### src/rtl/fifo_arb_pkg.sv
// Shared types and width helpers for the FIFO write-port arbiter
// and its round-robin picker.
package fifo_arb_pkg;

  typedef enum logic {
    IDLE  = 1'b0,
    BURST = 1'b1
  } state_e;

  localparam int DW_DEF = 8;

  function automatic int idx_w(input int n);
    return (n > 1) ? $clog2(n) : 1;
  endfunction

  function automatic int cnt_w(input int m);
    return $clog2(m) + 1;
  endfunction

endpackage

### src/rtl/fifo_rr_pick.sv
// Round-robin pick: rotate by ptr, priority-encode the lowest
// set bit, then un-rotate back to a producer index.
module fifo_rr_pick
  import fifo_arb_pkg::*;
#(
  parameter  int N  = 4,
  localparam int IW = idx_w(N)
) (
  input  logic [N-1:0]  req,
  input  logic [IW-1:0] ptr,
  output logic          any_req,
  output logic [IW-1:0] pick
);

  logic [N-1:0]  rot;
  logic [IW-1:0] k;

  always_comb begin
    rot = '0;
    k   = '0;
    for (int i = 0; i < N; i++) begin
      rot[i] = req[(int'(ptr) + i) % N];
    end
    // Descending scan leaves the lowest set offset in k.
    for (int i = N - 1; i >= 0; i--) begin
      if (rot[i]) k = IW'(i);
    end
    pick    = IW'((int'(k) + int'(ptr)) % N);
    any_req = |req;
  end

endmodule

### src/rtl/fifo_wr_arbiter.sv
// Round-robin burst arbiter sharing one FIFO write port among
// N_REQ producers; zero-latency data mux, registered control.
module fifo_wr_arbiter
  import fifo_arb_pkg::*;
#(
  parameter  int N_REQ     = 4,
  parameter  int DW        = DW_DEF,
  parameter  int MAX_BURST = 4,
  localparam int IW        = idx_w(N_REQ)
) (
  input  logic                clk,
  input  logic                rst,
  input  logic [N_REQ-1:0]    req_valid,
  input  logic [N_REQ*DW-1:0] req_data,
  input  logic [N_REQ-1:0]    req_last,
  output logic [N_REQ-1:0]    req_ready,
  output logic                fifo_wr,
  output logic [DW-1:0]       fifo_din,
  input  logic                fifo_full,
  output logic [IW-1:0]       grant_id,
  output logic                busy
);

  localparam int CW = cnt_w(MAX_BURST);

  state_e        state_q, state_d;
  logic [IW-1:0] owner_q, owner_d;
  logic [IW-1:0] rr_ptr_q, rr_ptr_d;
  logic [CW-1:0] beat_cnt_q, beat_cnt_d;
  logic [IW-1:0] nxt_owner;
  logic [IW-1:0] pick;
  logic          any_req;
  logic          xfer;
  logic          rel;
  logic [DW-1:0] data_a [N_REQ];

  for (genvar i = 0; i < N_REQ; i++) begin : g_data
    assign data_a[i] = req_data[i*DW +: DW];
  end

  fifo_rr_pick #(
    .N (N_REQ)
  ) u_pick (
    .req     (req_valid),
    .ptr     (rr_ptr_q),
    .any_req (any_req),
    .pick    (pick)
  );

  assign nxt_owner = (owner_q == IW'(N_REQ - 1))
                   ? '0 : owner_q + 1'b1;

  always_comb begin
    state_d    = state_q;
    owner_d    = owner_q;
    rr_ptr_d   = rr_ptr_q;
    beat_cnt_d = beat_cnt_q;
    req_ready  = '0;
    fifo_wr    = 1'b0;
    fifo_din   = '0;
    xfer       = 1'b0;
    rel        = 1'b0;
    unique case (state_q)
      IDLE: begin
        if (any_req) begin
          owner_d    = pick;
          beat_cnt_d = '0;
          state_d    = BURST;
        end
      end
      BURST: begin
        req_ready[owner_q] = !fifo_full;
        xfer = req_valid[owner_q] & !fifo_full;
        fifo_wr = xfer;
        if (xfer) fifo_din = data_a[owner_q];
        if (xfer) beat_cnt_d = beat_cnt_q + 1'b1;
        // Abandon only counts when the FIFO could have taken a beat.
        rel = (xfer & req_last[owner_q])
            | (xfer & (beat_cnt_q == CW'(MAX_BURST - 1)))
            | (!req_valid[owner_q] & !fifo_full);
        if (rel) begin
          state_d    = IDLE;
          rr_ptr_d   = nxt_owner;
          beat_cnt_d = '0;
        end
      end
      default: state_d = IDLE;
    endcase
  end

  always_ff @(posedge clk or posedge rst) begin
    if (rst) begin
      state_q    <= IDLE;
      owner_q    <= '0;
      rr_ptr_q   <= '0;
      beat_cnt_q <= '0;
    end else begin
      state_q    <= state_d;
      owner_q    <= owner_d;
      rr_ptr_q   <= rr_ptr_d;
      beat_cnt_q <= beat_cnt_d;
    end
  end

  assign grant_id = owner_q;
  assign busy     = (state_q == BURST);

endmodule

### config.mk
export PLATFORM = sky130hd
export DESIGN_NAME = fifo_wr_arbiter
export DESIGN_NICKNAME = d
export VERILOG_FILES = /design/src/rtl/fifo_arb_pkg.sv /design/src/rtl/fifo_rr_pick.sv /design/src/rtl/fifo_wr_arbiter.sv
export SDC_FILE = /design/constraint.sdc
export NUM_CORES = 1
export LEC_CHECK = 0
export BUFFER_PORTS_ARGS = -buffer_cell sky130_fd_sc_hd__buf_2
export CAP_MARGIN = 10
export CORE_MARGIN = 2
export CORE_UTILIZATION = 45
export DETAILED_ROUTE_END_ITERATION = 10
export GPL_TIMING_DRIVEN = 0
export HOLD_SLACK_MARGIN = 0.15
export PLACE_DENSITY = 0.9
export SYNTH_ARGS = -nofsm -noshare
export SYNTH_HDL_FRONTEND = slang
export SYNTH_SLANG_ARGS = --single-unit
### constraint.sdc
create_clock -name clk -period 2.7 [get_ports clk]
set_input_delay 0.27 -clock clk [delete_from_list [all_inputs] [get_ports clk]]
set_output_delay 0.27 -clock clk [all_outputs]
set_load 0.05 [all_outputs]
# Word-level counts from Yosys, hierarchy flattened
# Cells that the tools add are included.
[classes]
n_mux = 36
n_bitwise = 12
addsub = 6
n_reduce_logical = 10
n_eq_ne = 4
magnitude_cmp = 7
[op_table]
columns = ["op", "n"]
rows = [
  ["8-bit 2-to-1 mux", 4],
  ["8-bit binary-select mux with 2-bit select", 1],
  ["1-bit 2-to-1 mux", 13],
  ["1-bit binary-select mux with 2-bit select", 6],
  ["3-bit by 4-bit less-than comparator with 1-bit output (second input constant)", 3],
  ["2-bit 2-to-1 mux", 5],
  ["3-bit 2-to-1 mux", 3],
  ["2-bit by 3-bit less-than comparator with 1-bit output (second input constant)", 2],
  ["3-bit one-hot mux with 2 select lines", 1],
  ["2-bit AND reduction", 3],
  ["2-bit OR reduction", 3],
  ["2-bit by 1-bit adder with 2-bit output (second input constant)", 2],
  ["2-bit adder (second input constant)", 2],
  ["1-bit AND", 4],
  ["4-bit AND", 1],
  ["4-bit 2-to-1 mux", 1],
  ["4-bit OR reduction", 1],
  ["3-bit by 1-bit adder with 3-bit output (second input constant)", 1],
  ["1-bit AND (first input constant)", 3],
  ["3-bit by 2-bit equality test with 1-bit output (second input constant)", 1],
  ["3-bit >= comparator (second input constant)", 1],
  ["3-bit by 1-bit != test with 1-bit output (second input constant)", 1],
  ["2-bit NOT with 3-bit output", 1],
  ["2-bit adder", 1],
  ["other kinds (9)", 11],
]
[word_totals]
out_inout_bits = 16
register_bits = 8
elab_cells = 79
input_bits = 43

# Logic depth before layout (Yosys ltp)
[depth]
ltp_word = 11
depth_mapped = 10
depth_no_buf = 9

# Hierarchy
# A second synthesis with hierarchy kept.
[unflattened]
hier_cells = 94
area_unflattened_um2 = 922.1
[modules_own_cells]
columns = ["mod", "instances", "cells_per_inst", "seq_area_each_um2", "area_each_um2"]
rows = [
  ["fifo_wr_arbiter", 1, 69, 200.2, 755.7],
  ["fifo_rr_pick", 1, 25, 0.0, 166.4],
]

# Least setup slack after synthesis
# OpenSTA, ideal clock, no wires.
[synth_path]
path_kind = "reg2out"
from = "register owner_q[0] (netlist: grant_id[0])"
to = "output port fifo_din[2]"
slack_ps = 505
n_path_buf = 2
stages_incl_launch_ff = 5
arrival_time_ps = 1925
cell_sequence = "dfrtp_1 > buf_2 > buf_6 > mux4_2 > and3_1"
[synth_between]
elab_chain_cells = 6
[synth_rtl]
columns = ["element", "line_no", "source"]
rows = [
  ["from (decl)", "fifo_wr_arbiter.sv:27", "logic [IW-1:0] owner_q, owner_d;"],
  ["from (signal assigned)", "fifo_wr_arbiter.sv:99", "owner_q <= owner_d;"],
  ["2-bit NOT with 3-bit output (implied by the code)", "fifo_wr_arbiter.sv:75", "if (xfer) fifo_din = data_a[owner_q];"],
  ["8-bit binary-select mux with 2-bit select", "fifo_wr_arbiter.sv:75", ""],
  ["8-bit 2-to-1 mux (implied by the code) (2 in series)", "fifo_wr_arbiter.sv:75", ""],
  ["8-bit 2-to-1 mux *", "fifo_wr_arbiter.sv:75", ""],
  ["8-bit 2-to-1 mux *", "fifo_wr_arbiter.sv:63", "unique case (state_q)"],
  ["to (decl)", "fifo_wr_arbiter.sv:18", "output logic [DW-1:0] fifo_din,"],
]
# Every way passes the cells marked *; elsewhere a longest branch is shown, timed or not. The select of a mux whose other input is x is not followed.

# Final worst setup path
[layout_path]
from = "register owner_q[1] (netlist: grant_id[1])"
to = "output port fifo_din[5]"
# Same word-level chain as after synthesis.

==> flow_metrics.env <==
export IMPL_status="complete, no violations"
export IMPL_hpwl_um=2260
export IMPL_final_cell_mix="buf_2 (58), and3_1 (9)"
export IMPL_grtUsageMet1=0.263
export IMPL_routabilityCongestion=0.779
export IMPL_ir_worst_vdd_mv=0.667
export IMPL_startpoint="grant_id[1]"
export IMPL_nets=215
export IMPL_firstDrtPassIters=4
export IMPL_drt_wl_total_um=2720
export IMPL_clock_fmax_ghz=0.448
export IMPL_grt_pass1_wl_um=4470
export IMPL_initial_utilization=0.481
export IMPL_critPathCaptureType="output port"
export IMPL_wire_per_inst_um=14.3
export IMPL_clock_sinks=8
export IMPL_final_hold_viol_count=0
export IMPL_cp_depth=4
export IMPL_rr_startpoint="rr_ptr_q[1]"
export IMPL_remaining_drc_errors=0
export IMPL_num_io_pins=59
export IMPL_drtIter0Drc=9
export IMPL_synth_seq_area_share=0.212
export IMPL_die_area_mm2=0.00248
export IMPL_die_w_um=49.8
export IMPL_ys_warn_count=0
export IMPL_synthCells=102
export IMPL_clkTransAtPathRegs_ns=0.06
export IMPL_worst_pin_slew_ns=0.541
export IMPL_worst_endpoint_arrival_ns=1.96
export IMPL_rsz0062_at_grt="false"
export IMPL_grt_max_degree=11
export IMPL_critical_path_buf_inv_count=2
export IMPL_root_buffer="clkbuf_4"
export IMPL_setup_viol=0
export IMPL_grt_pass1_vias=1028
export IMPL_fin_area_mm2=0.00129
export IMPL_synth_top_area_cell="dfrtp_1"
export IMPL_use_met3=0.0848
export IMPL_synth_area_um2=943
export IMPL_skew_ns=0.00649
export IMPL_grt_busiest_layer="met2"
export IMPL_hold_class="in -> reg"
export IMPL_r2r_end="grant_id[1]"
export IMPL_clock_latency_ns=0.26
export IMPL_crit_slowest_cell="buf_1"
export IMPL_viasPerCell=5.44
export IMPL_layout_commonest_cell="buf_2"
export IMPL_cap_violations=0
export IMPL_yosysUniqueCellTypes=38
export IMPL_core_area_mm2=0.00196
export IMPL_grt_overflow=0
export IMPL_post_route_period_util=0.827
export IMPL_finalSetupTns_ns=0
export IMPL_diodes=0
export IMPL_antenna_found_initial=0
export IMPL_die_h_um=49.8
export IMPL_crit_path_max_incr_delay_ns=0.46
export IMPL_slew_headroom=0.639
export IMPL_crit_required_ns=2.43
export IMPL_ant_nets=0
export IMPL_worstPathMaxFanout=10
export IMPL_r2r_cells=9
export IMPL_critPathTopFamily="buffers and inverters"
export IMPL_areaGrowthSynthToFinish_pct=37.3
export IMPL_avgSynthCellArea_um2=9.25
export IMPL_cts_path_max_buffers=2
export IMPL_report_final_slew_viol_count=0
export IMPL_startpoint_type="register"
export IMPL_htreeDepth=1
export IMPL_drive_gt1_frac=0.479
export IMPL_synth_top_cells_by_area="dfrtp_1 (21%), mux4_2 (19%), ha_1 (9.3%)"
export IMPL_synth_nets=152
export IMPL_port_buffers=57
export IMPL_routed_via_count=1034
export IMPL_ff2ff_setup_slack_ns=0.58
export IMPL_place_area_mm2=0.00126
export IMPL_p_per_area_mw_per_mm2=1000
export IMPL_crit_chain="buf_1 -> mux4_2 -> and3_1 -> buf_2"
export IMPL_ys_seq_elements=8
export IMPL_num_rows=16
export IMPL_grt_usage=0.232
export IMPL_period_minus_slack_ns=2.23
export IMPL_leakage_nw=0.683
export IMPL_cts_buffers=3
export IMPL_cts_tree="built"
export IMPL_post_synth_top_area_fraction=0.212
export IMPL_critical_path_class="reg -> out"
export IMPL_grtUsageMet2=0.407
export IMPL_cp_endpoint="fifo_din[5]"
-- synth_stat cells --
library cell and number:
o21ai_0 2, nand4bb_1 1, mux2_1 1, buf_4 1, buf_2 1, dfrtp_1 8
o31ai_1 3, buf_1 1, a31oi_2 1, nor2_1 5, a211oi_1 1, nand3_1 4
o221ai_2 1, buf_6 1, mux2_2 1, a21oi_1 5, a22o_1 1, inv_1 8
ha_1 7, clkbuf_1 1, o211ai_2 1, inv_2 1, nand2b_1 3, nor3_1 1
o21ai_1 2, nand2_2 2, o211ai_1 1, or4_1 1, xnor2_1 1, nand3b_1 1
mux4_2 8, nand2_1 8, nor2b_1 2, and2_1 4, and3_1 9, o2111ai_1 1
and2b_1 1, o22ai_1 1
-- layer usage --
layer	vias to the layer above	part of all wire
li1	499	-
met1	480	0.40
met2	51	0.49
met3	4	0.097
met4	0	0.011
met5	-	0
-- metrics by stage --
step                      setup WS, ns  total power [W]  hold WS (ns)  std cells  utilization
after floorplan                  0.505         0.000985        0.0857        102            -
after global placement           0.771          0.00116         0.213        186        0.643
after detailed placement         0.641          0.00121         0.229        186        0.643
after CTS                        0.469          0.00130         0.306        190        0.660
after global routing             0.378          0.00140         0.338        190        0.660
final                            0.468          0.00130         0.306        190        0.660
-- repair_timing --
item	4_1_cts	5_1_grt
endpoints found under the hold margin	8	0
hold buffers	1	0
gates resized for setup	0	0
setup buffers	0	0
-- logic make-up after synthesis --
logic type	Yosys count	share of synthesized area
buffers and inverters	14	0.0690
multiplexers	10	0.215
XOR/XNOR	1	0.00929
AO/OA/AOI/OAI	20	0.155
adder cells (fa/ha/maj)	7	0.0928
flip-flops	8	0.212
AND/OR/NAND/NOR	42	0.247
-- cell type report --
class | count | area [um^2]
multi-input combinational | 80 | 678
fill | 168 | 667
timing repair buffer | 58 | 295
sequential | 8 | 200
inverter | 9 | 33.8
tap | 27 | 33.8
buffer | 5 | 31.3
clock buffer | 3 | 22.5
-- flip-flops by register name (all words and copies together), names as in the netlist --
| signal | cells |
|---|---|
| busy | 1 |
| grant_id | 2 |
| beat_cnt_q | 3 |
| rr_ptr_q | 2 |
-- tightest hold or removal path, delay by kind of cell --
family,cells,cell delay (ns)
buf+inv,1,0.10
simple gates,1,0.04
compound gates,1,0.11
-- power by group --
group	switching [W]	leakage, nW	internal [W]
Combinational	0.000605	0.568	0.000366
Clock	0.0000429	0.0138	0.0000510
Sequential	0.0000663	0.100	0.000168
Total	0.000714	0.683	0.000584
-- worst min path at each step --
stage,from,to,cells after the start
after floorplan,rst,beat_cnt_q[0],1
after global placement,rst,busy,2
after detailed placement,rst,busy,2
after CTS,fifo_full,busy,3
after global routing,fifo_full,busy,3
final,fifo_full,busy,3
Note: power is estimated with default switching activity, not from simulation.
